===== src/rtl/best_match_select_pkg.sv =====
// -----------------------------------------------------------------------------
// best_match_select_pkg
// Shared definitions for the disparity best-match selector and the calc stage:
// FSM state encoding, default data widths and the per-search candidate limit.
// -----------------------------------------------------------------------------
package best_match_select_pkg;

    localparam int unsigned RES_W_DEF    = 18;
    localparam int unsigned PLACE_W_DEF  = 6;
    localparam int unsigned MAX_CAND_DEF = 64;
    localparam int unsigned COUNT_W      = 7;

    typedef enum logic [1:0] {
        ST_IDLE   = 2'd0,
        ST_SEARCH = 2'd1,
        ST_DONE   = 2'd2
    } state_e;

endpackage : best_match_select_pkg


===== src/rtl/best_match_select_score_compare.sv =====
// -----------------------------------------------------------------------------
// score_compare
// Unsigned strict greater-than between a new correlation score and the
// current best score.
// Ports:
//   i_new   - candidate score
//   i_best  - current best score
//   o_gt_c  - combinational: i_new > i_best
// -----------------------------------------------------------------------------
module score_compare #(
    parameter int unsigned W = 18
) (
    input  logic [W-1:0] i_new,
    input  logic [W-1:0] i_best,
    output logic         o_gt_c
);

    assign o_gt_c = (i_new > i_best);

endmodule : score_compare


===== src/rtl/best_match_select.sv =====
// -----------------------------------------------------------------------------
// best_match_select
// Tracks the highest-scoring candidate over one search window of result/place
// beats and reports it with a one-cycle done pulse.
// Ports:
//   clk, rst      - clock, synchronous active-high reset
//   lstart        - opens a new search (clears results, aborts any search)
//   rvalid        - result/place beat valid
//   result, place - candidate score and its index
//   finalstart    - current beat is the last of the search
//   best_place    - index of best candidate
//   best_result   - score of best candidate
//   count         - candidates accepted (saturates at MAX_CAND)
//   busy          - searching
//   done          - one-cycle pulse, best_* final
//   overflow      - sticky: candidate arrived beyond MAX_CAND
// -----------------------------------------------------------------------------
module best_match_select
    import best_match_select_pkg::*;
#(
    parameter int unsigned RES_W    = RES_W_DEF,
    parameter int unsigned PLACE_W  = PLACE_W_DEF,
    parameter int unsigned MAX_CAND = MAX_CAND_DEF
) (
    input  logic               clk,
    input  logic               rst,
    input  logic               lstart,
    input  logic               rvalid,
    input  logic [RES_W-1:0]   result,
    input  logic [PLACE_W-1:0] place,
    input  logic               finalstart,
    output logic [PLACE_W-1:0] best_place,
    output logic [RES_W-1:0]   best_result,
    output logic [6:0]         count,
    output logic               busy,
    output logic               done,
    output logic               overflow
);

    state_e               r_state;
    state_e               w_next;
    logic [RES_W-1:0]     r_best_result;
    logic [PLACE_W-1:0]   r_best_place;
    logic [COUNT_W-1:0]   r_count;
    logic                 r_overflow;
    logic                 r_busy;
    logic                 r_done;

    logic                 w_accept;
    logic                 w_first;
    logic                 w_room;
    logic                 w_gt;
    logic                 w_take;

    score_compare #(
        .W (RES_W)
    ) u_cmp (
        .i_new  (result),
        .i_best (r_best_result),
        .o_gt_c (w_gt)
    );

    // Candidate qualification and next-state decode.
    // With lstart the stored best is about to be cleared, so a coincident beat
    // is treated as the first of the new search regardless of stale state.
    always_comb begin
        w_next   = r_state;
        w_accept = rvalid && (lstart || (r_state == ST_SEARCH));
        w_first  = lstart || (r_count == '0);
        w_room   = lstart || (r_count < COUNT_W'(MAX_CAND));
        w_take   = w_accept && w_room && (w_first || w_gt);

        unique case (r_state)
            ST_IDLE: begin
                if (lstart) begin
                    w_next = (w_accept && finalstart) ? ST_DONE : ST_SEARCH;
                end
            end
            ST_SEARCH: begin
                if (w_accept && finalstart) begin
                    w_next = ST_DONE;
                end else begin
                    w_next = ST_SEARCH;
                end
            end
            ST_DONE: begin
                if (lstart) begin
                    w_next = (w_accept && finalstart) ? ST_DONE : ST_SEARCH;
                end else begin
                    w_next = ST_IDLE;
                end
            end
            default: w_next = ST_IDLE;
        endcase
    end

    // State, flags and best-candidate registers; later assignments override
    // the lstart clear when a candidate arrives in the same cycle.
    always_ff @(posedge clk) begin
        if (rst) begin
            r_state       <= ST_IDLE;
            r_busy        <= 1'b0;
            r_done        <= 1'b0;
            r_best_result <= '0;
            r_best_place  <= '0;
            r_count       <= '0;
            r_overflow    <= 1'b0;
        end else begin
            r_state <= w_next;
            r_busy  <= (w_next == ST_SEARCH);
            r_done  <= (w_next == ST_DONE);

            if (lstart) begin
                r_best_result <= '0;
                r_best_place  <= '0;
                r_count       <= '0;
                r_overflow    <= 1'b0;
            end

            if (w_accept) begin
                if (w_room) begin
                    r_count <= lstart ? COUNT_W'(1) : (r_count + COUNT_W'(1));
                end else begin
                    r_overflow <= 1'b1;
                end
            end

            if (w_take) begin
                r_best_result <= result;
                r_best_place  <= place;
            end
        end
    end

    assign best_place  = r_best_place;
    assign best_result = r_best_result;
    assign count       = r_count;
    assign busy        = r_busy;
    assign done        = r_done;
    assign overflow    = r_overflow;

endmodule : best_match_select


===== config.mk =====
export PLATFORM = sky130hd
export DESIGN_NAME = best_match_select
export DESIGN_NICKNAME = d
export VERILOG_FILES = /design/src/rtl/best_match_select_pkg.sv /design/src/rtl/best_match_select_score_compare.sv /design/src/rtl/best_match_select.sv
export SDC_FILE = /design/constraint.sdc
export NUM_CORES = 1
export LEC_CHECK = 0
export BUFFER_PORTS_ARGS = -buffer_cell sky130_fd_sc_hd__buf_2
export CAP_MARGIN = 10
export CORE_MARGIN = 10
export CORE_UTILIZATION = 49
export CTS_CLUSTER_SIZE = 10
export DETAILED_ROUTE_END_ITERATION = 12
export PLACE_DENSITY = 0.79
export SYNTH_ARGS = -nofsm -noshare
export SYNTH_HDL_FRONTEND = slang
export SYNTH_SLANG_ARGS = --single-unit
export TNS_END_PERCENT = 1

===== constraint.sdc =====
create_clock -name clk -period 2.7 [get_ports clk]
set_input_delay 0.54 -clock clk [delete_from_list [all_inputs] [get_ports clk]]
set_output_delay 0.54 -clock clk [all_outputs]
set_load 0.005 [all_outputs]

# Word-level counts from Yosys, hierarchy flattened
# Index checks and enable logic that the tools add are counted.
[word_totals]
wordCells = 40
output_inout_bits = 34
input_bits = 29
ff_bits = 36
[op_classes]
n_lt_le_gt_ge = 2
eq_ne = 4
add_sub_neg = 1
n_reduce_logical = 11
muxes = 15
[op_table]
columns = ["cell", "count"]
rows = [
  ["18-bit 2-to-1 mux", 2],
  ["7-bit 2-to-1 mux", 4],
  ["18-bit > comparator", 1],
  ["6-bit 2-to-1 mux", 2],
  ["7-bit by 1-bit adder with 7-bit output, second input constant", 1],
  ["7-bit zero test", 1],
  ["7-bit < comparator, second input constant", 1],
  ["2-bit 2-to-1 mux", 3],
  ["2-bit case mux with 3 select lines", 1],
  ["2-bit by 1-bit == test with 1-bit output, second input constant", 2],
  ["2-bit == test, second input constant", 2],
  ["1-bit logical AND", 4],
  ["1-bit logical OR", 4],
  ["1-bit 2-to-1 mux", 3],
  ["2-bit zero test", 1],
  ["2-bit nonzero test", 1],
]

# Depth between registers and ports, before layout
[logic_depth]
ltp_word = 8
mapped_depth = 9
mapped_depth_nobuf = 8

# Modules after synthesis
# From an unflattened synthesis, not the netlist that was laid out.
[hier_totals]
cells_unflattened = 232
hier_area_um2 = 2054.5
[by_module_without_submodules]
columns = ["mod", "area_each_um2", "cells_each", "instances", "seq_area_each_um2"]
rows = [
  ["best_match_select", 1579.0, 166, 1, 720.7],
  ["score_compare", 475.5, 66, 1, 0.0],
]

# Least setup slack after synthesis
# No wires, ideal clock.
[synth_path]
kind = "input -> register"
startpoint = "input result[15]"
endpoint = "register r_best_place[0], in the netlist best_place[0]"
path_buffers = 1
required_time_ns = 2.583
cell_stages = 8
setup_ns = 0.117
arrival_time_ns = 2.278
slack_ns = 0.305
cell_sequence = "ha_1 > a21o_1 > a21oi_1 > o22ai_1 > or4b_4 > o211a_4 > buf_6 > a32o_1"
[synth_via]
elab_chain_cells = 4
elab_cells_between_ends = 5
cone_classes = "order compare: 1; mux: 1; reduce/logical: 3"
[synth_lines]
columns = ["item", "line_no", "rtl"]
rows = [
  ["from (decl)", "best_match_select.sv:29", "input logic [RES_W-1:0] result,"],
  ["18-bit > comparator *", "best_match_select_score_compare.sv:18", "assign o_gt_c = (i_new > i_best);"],
  ["1-bit logical OR *", "best_match_select.sv:71", "w_take = w_accept && w_room && (w_first || w_gt);"],
  ["1-bit logical AND *", "best_match_select.sv:71", ""],
  ["6-bit 2-to-1 mux / 2-bit nonzero test (equally long branches)", "-", ""],
  ["to (signal assigned)", "best_match_select.sv:130", "r_best_place <= place;"],
  ["to (decl)", "best_match_select.sv:43", "logic [PLACE_W-1:0] r_best_place;"],
]
# Mark *: on every way between the ends. The rest lies on a longest branch, timed or not.
# A chain may end at the register's enable or synchronous reset.

# Worst setup path in the final report
[layout_path]
startpoint = "register r_best_result[13], in the netlist best_result[13]"
endpoint = "register r_best_place[3], in the netlist best_place[3]"
[layout_via]
elab_chain_cells = 4
elab_cells_between_ends = 5
cone_classes = "order compare: 1; mux: 1; reduce/logical: 3"
[layout_lines]
columns = ["item", "line_no", "rtl"]
rows = [
  ["from (decl)", "best_match_select.sv:42", "logic [RES_W-1:0] r_best_result;"],
  ["from (signal assigned)", "best_match_select.sv:129", "r_best_result <= result;"],
  ["18-bit > comparator *", "best_match_select_score_compare.sv:18", ""],
  ["1-bit logical OR *", "best_match_select.sv:71", ""],
  ["1-bit logical AND *", "best_match_select.sv:71", ""],
  ["6-bit 2-to-1 mux / 2-bit nonzero test (equally long branches)", "-", ""],
]
# Marks and branches as above.

==> summary.md <==
| Metric | Value |
|---|---|
| Combinational Power Share | 12.7% |
| Final setup vio count | 0 |
| Setup Skew | 5.919 ps |
| EDFF count, synth | 0 |
| Sequential-to-total area share from yosys stat | 41.35% |
| Netlist cell types | 32 |
| Setup TNS Final | 0 ps |
| Top Layer Used | met4 |
| Routed met1 length | 1668 um |
| 1st-iter DRT viols | 71 |
| Hold_buf cts | 0 |
| Complex-gate fraction of the synthesized area | 23.19% |
| Nets@finish | 292 |
| P_leak | 1.029 nW |
| H-Tree Depth | 2 |
| Die width | 79.64 um |
| Cells after Synth | 176 |
| Mean Syn Cell Area | 9.903 um^2 |
| Synth area leader | dfxtp_1 |
| Layout area overhead | 27.57% |
| Syn nets | 225 |
| Number of global-route vias before repair | 1552 |
| Final WS setup | 406.9 ps |
| Residual DRC count | 0 |
| Clock Sinks | 36 |
| Fillers | 296 |
| Core ar. | 3390 um^2 |
| Pre-CTS setup slack | 137.5 ps |
| Slowest stage delay, CP | 500 ps |
| Fin crit share | 84.93% |
| Post-Syn Area | 1743 um^2 |
| Num ports | 63 |
| Grt ovf | 0 |
| FFs w/ async S/R, synth | 0% |
| Final Max Tran Viols | 0 |
| Vias per std cell | 5.462 |
| Synth Flop Type | dfxtp_1 |
| Worst path slowest cell | or4b_4 |
| Routability cong. | 0.7849 |
| Combinational family with the most area after synthesis | compound AO/OA/AOI/OAI gates |
| Worst-Margin Slew | 352.2 ps |
| Met2 WL post-DR | 2015 um |
| Adder-cell share of the synthesized area | 14.36% |
| Cell Chain, Critical Path | inv_1 > ha_1 > a21oi_1 > o21a_1 > o22ai_1 > or4b_4 > o211a_4 > a32o_1 |
| Min Clock Period, post-route | 2293 ps |
| Post-DP HPWL | 3257 um |
| Switching Fraction | 22.16% |
| Remaining antenna violation count | 0 |
| Share of the synthesized area in the top cell type | 41.35% |
| Metal3 WL | 327 um |
| Die footprint | 6343 um^2 |
| Die Height | 79.64 um |
| Total design power | 0.001301 W |
| Yosys reg bits | 36 |
| Largest net degree at the start of global routing | 25 |
| Clock root buffer | clkbuf_4 |
| TritonCTS clock tree | yes |
| CTS resizes | 0 |
| Maximum vdd drop | 0.0003795 V |
| Area contributors post-synth | dfxtp_1 (41%), ha_1 (14%), a32o_1 (14%) |
| Syn. warnings | 0 |
| Number of diodes | 0 |
| Cell Rows | 21 |
| Initial antenna violation count | 0 |
| First-pass GRT wire length | 6755 um |
| Flop pwr share | 43.6% |
| Vias | 1584 |
| DR WL/cell | 14.17 um |
| P_sw | 0.0002883 W |
| Slew Limit Headroom | 76.30% |
| Pwr Density | 585.1 nW/um^2 |
| Hold Path Class | in -> reg |
| GRT Overall Usage | 13.07% |
| Setup bufs post-CTS | 0 |
| Post-Route Utilization | 65.60% |
| Clock transition at path regs | 120 ps |
| WL final | 4110 um |
| CP Capture Type | flip-flop |
| Mux contribution to synthesized area | 0.5743% |
| Layout cells sized above 1 | 31.56% |
| Clock share of power | 43.7% |
| Worst-case clock buffer depth | 2 |
| DRT Pass-1 Iters | 5 |
| CTS Buf Count | 5 |
| Max Freq | 436.1 MHz |
| Worst EP arrival | 2530 ps |
| Post-Synth XOR/XNOR Area | 2.513% |
| Final Hold Fails | 0 |
| Port Buf Inserts | 62 |
| Critical setup path kind | reg -> reg |
| Initial Util | 51.42% |
| Max cap viols | 0 |
| RSZ-0062 raised after global routing | false |
| CP Data Required Time | 2940 ps |
| Design internal power | 0.001013 W |
| Skew-Pair Late Insertion Delay | 340 ps |
| Post-Synth Simple-Gate Area | 10.27% |
| Startpoint class of the critical path | flip-flop |
| Status | completed |
| Worst Path Max Fanout | 24 |
cell usage in the layout, fill, tap and decap left out, drive strengths merged:
cell and n:
a21oi 10, dfxtp 36, o211ai 1, nor4 2, ha 20, nand2b 1, o21a 3, or4b 1
xnor2 2, o211a 1, xor2 3, a41oi 2, nand3 1, nand4 7, a32o 24, and2 1
clkinv 1, a21boi 1, bufinv 3, a31oi 1, inv 23, o21ai 2, buf 66, and3 1
mux2i 1, a21o 2, o22ai 1, nor2 12, clkbuf 5, nor2b 1, nand2 9
power groups by stage:
| stage | sequential [W] | combinational [W] | clock [W] |
|---|---|---|---|
| CTS | 0.000567 | 0.000168 | 0.000581 |
| global placement | 0.000578 | 0.000165 | 0 |
| global route | 0.000570 | 0.000190 | 0.000603 |
| finish | 0.000567 | 0.000165 | 0.000569 |
| detailed placement | 0.000579 | 0.000168 | 0 |
| floorplan | 0.000579 | 0.0000978 | 0 |
critical path, delay by kind of cell (launching register included):
family	cells	cell delay, ps
buffers and inverters	1	50
adders and majority gates	1	300
DFF	1	370
AOI/OAI and AO/OA	5	980
and+or+nand+nor	1	500
Yosys cell counts, drive strengths merged (2+ instances only):
library cell / instances
a21oi: 10
a32o: 24
buf: 4
nand4: 7
a41oi: 2
xor2: 3
o21ai: 2
nor2: 12
a21o: 2
ha: 20
xnor2: 2
inv: 23
nor4: 2
dfxtp: 36
clkbuf: 2
o21a: 3
nand2: 9
final timing paths:
check,start,endpoint,slack (ps),depth (start not counted)
max,best_result[13],best_place[3],410,8
min,rst,count[0],370,2
max reg2reg,best_result[13],best_place[3],410,8
min reg2reg,overflow,overflow,490,2
logic make-up (layout without fill, tap and decap cells):
group | Yosys count | after routing
AOI/OAI and AO/OA | 48 | 48
DFF | 36 | 36
and+or+nand+nor | 36 | 36
buffers and inverters | 30 | 98
adders and majority gates | 20 | 20
xor gates and xnor gates | 5 | 5
muxes | 1 | 1
metal layers:
metal  GRT usage (%)  up-vias
met3           5.180        8
li1                -      786
met4           6.631        0
met1           13.75      735
met5               0        -
met2           22.09       55
layout make-up:
class | count | area, um^2 | area share [%]
clock buffer | 5 | 37.54 | 1.688
clock inverter | 3 | 90.09 | 4.052
inverter | 24 | 90.09 | 4.052
multi-input combinational | 110 | 887.1 | 39.90
sequential | 36 | 720.7 | 32.41
tap | 46 | 57.56 | 2.589
timing repair buffer | 66 | 340.3 | 15.31
metrics by stage:
stage / cell area (um^2) / instances / hold WS [ps]
detailed placement: 2096 / 282 / 463.6
floorplan: 1743 / 176 / 460.4
CTS: 2223 / 290 / 356.6
global route: 2223 / 290 / 363.6
global placement: 2096 / 282 / 450.9
finish: 2223 / 290 / 373.7
state kept, by name, summed over array words and instances, names as in the netlist:
| name | count |
|---|---|
| best_place | 6 |
| best_result | 18 |
| busy | 1 |
| count | 7 |
| done | 1 |
| overflow | 1 |
| r_state | 2 |
Power figures use the tool's default switching activity.
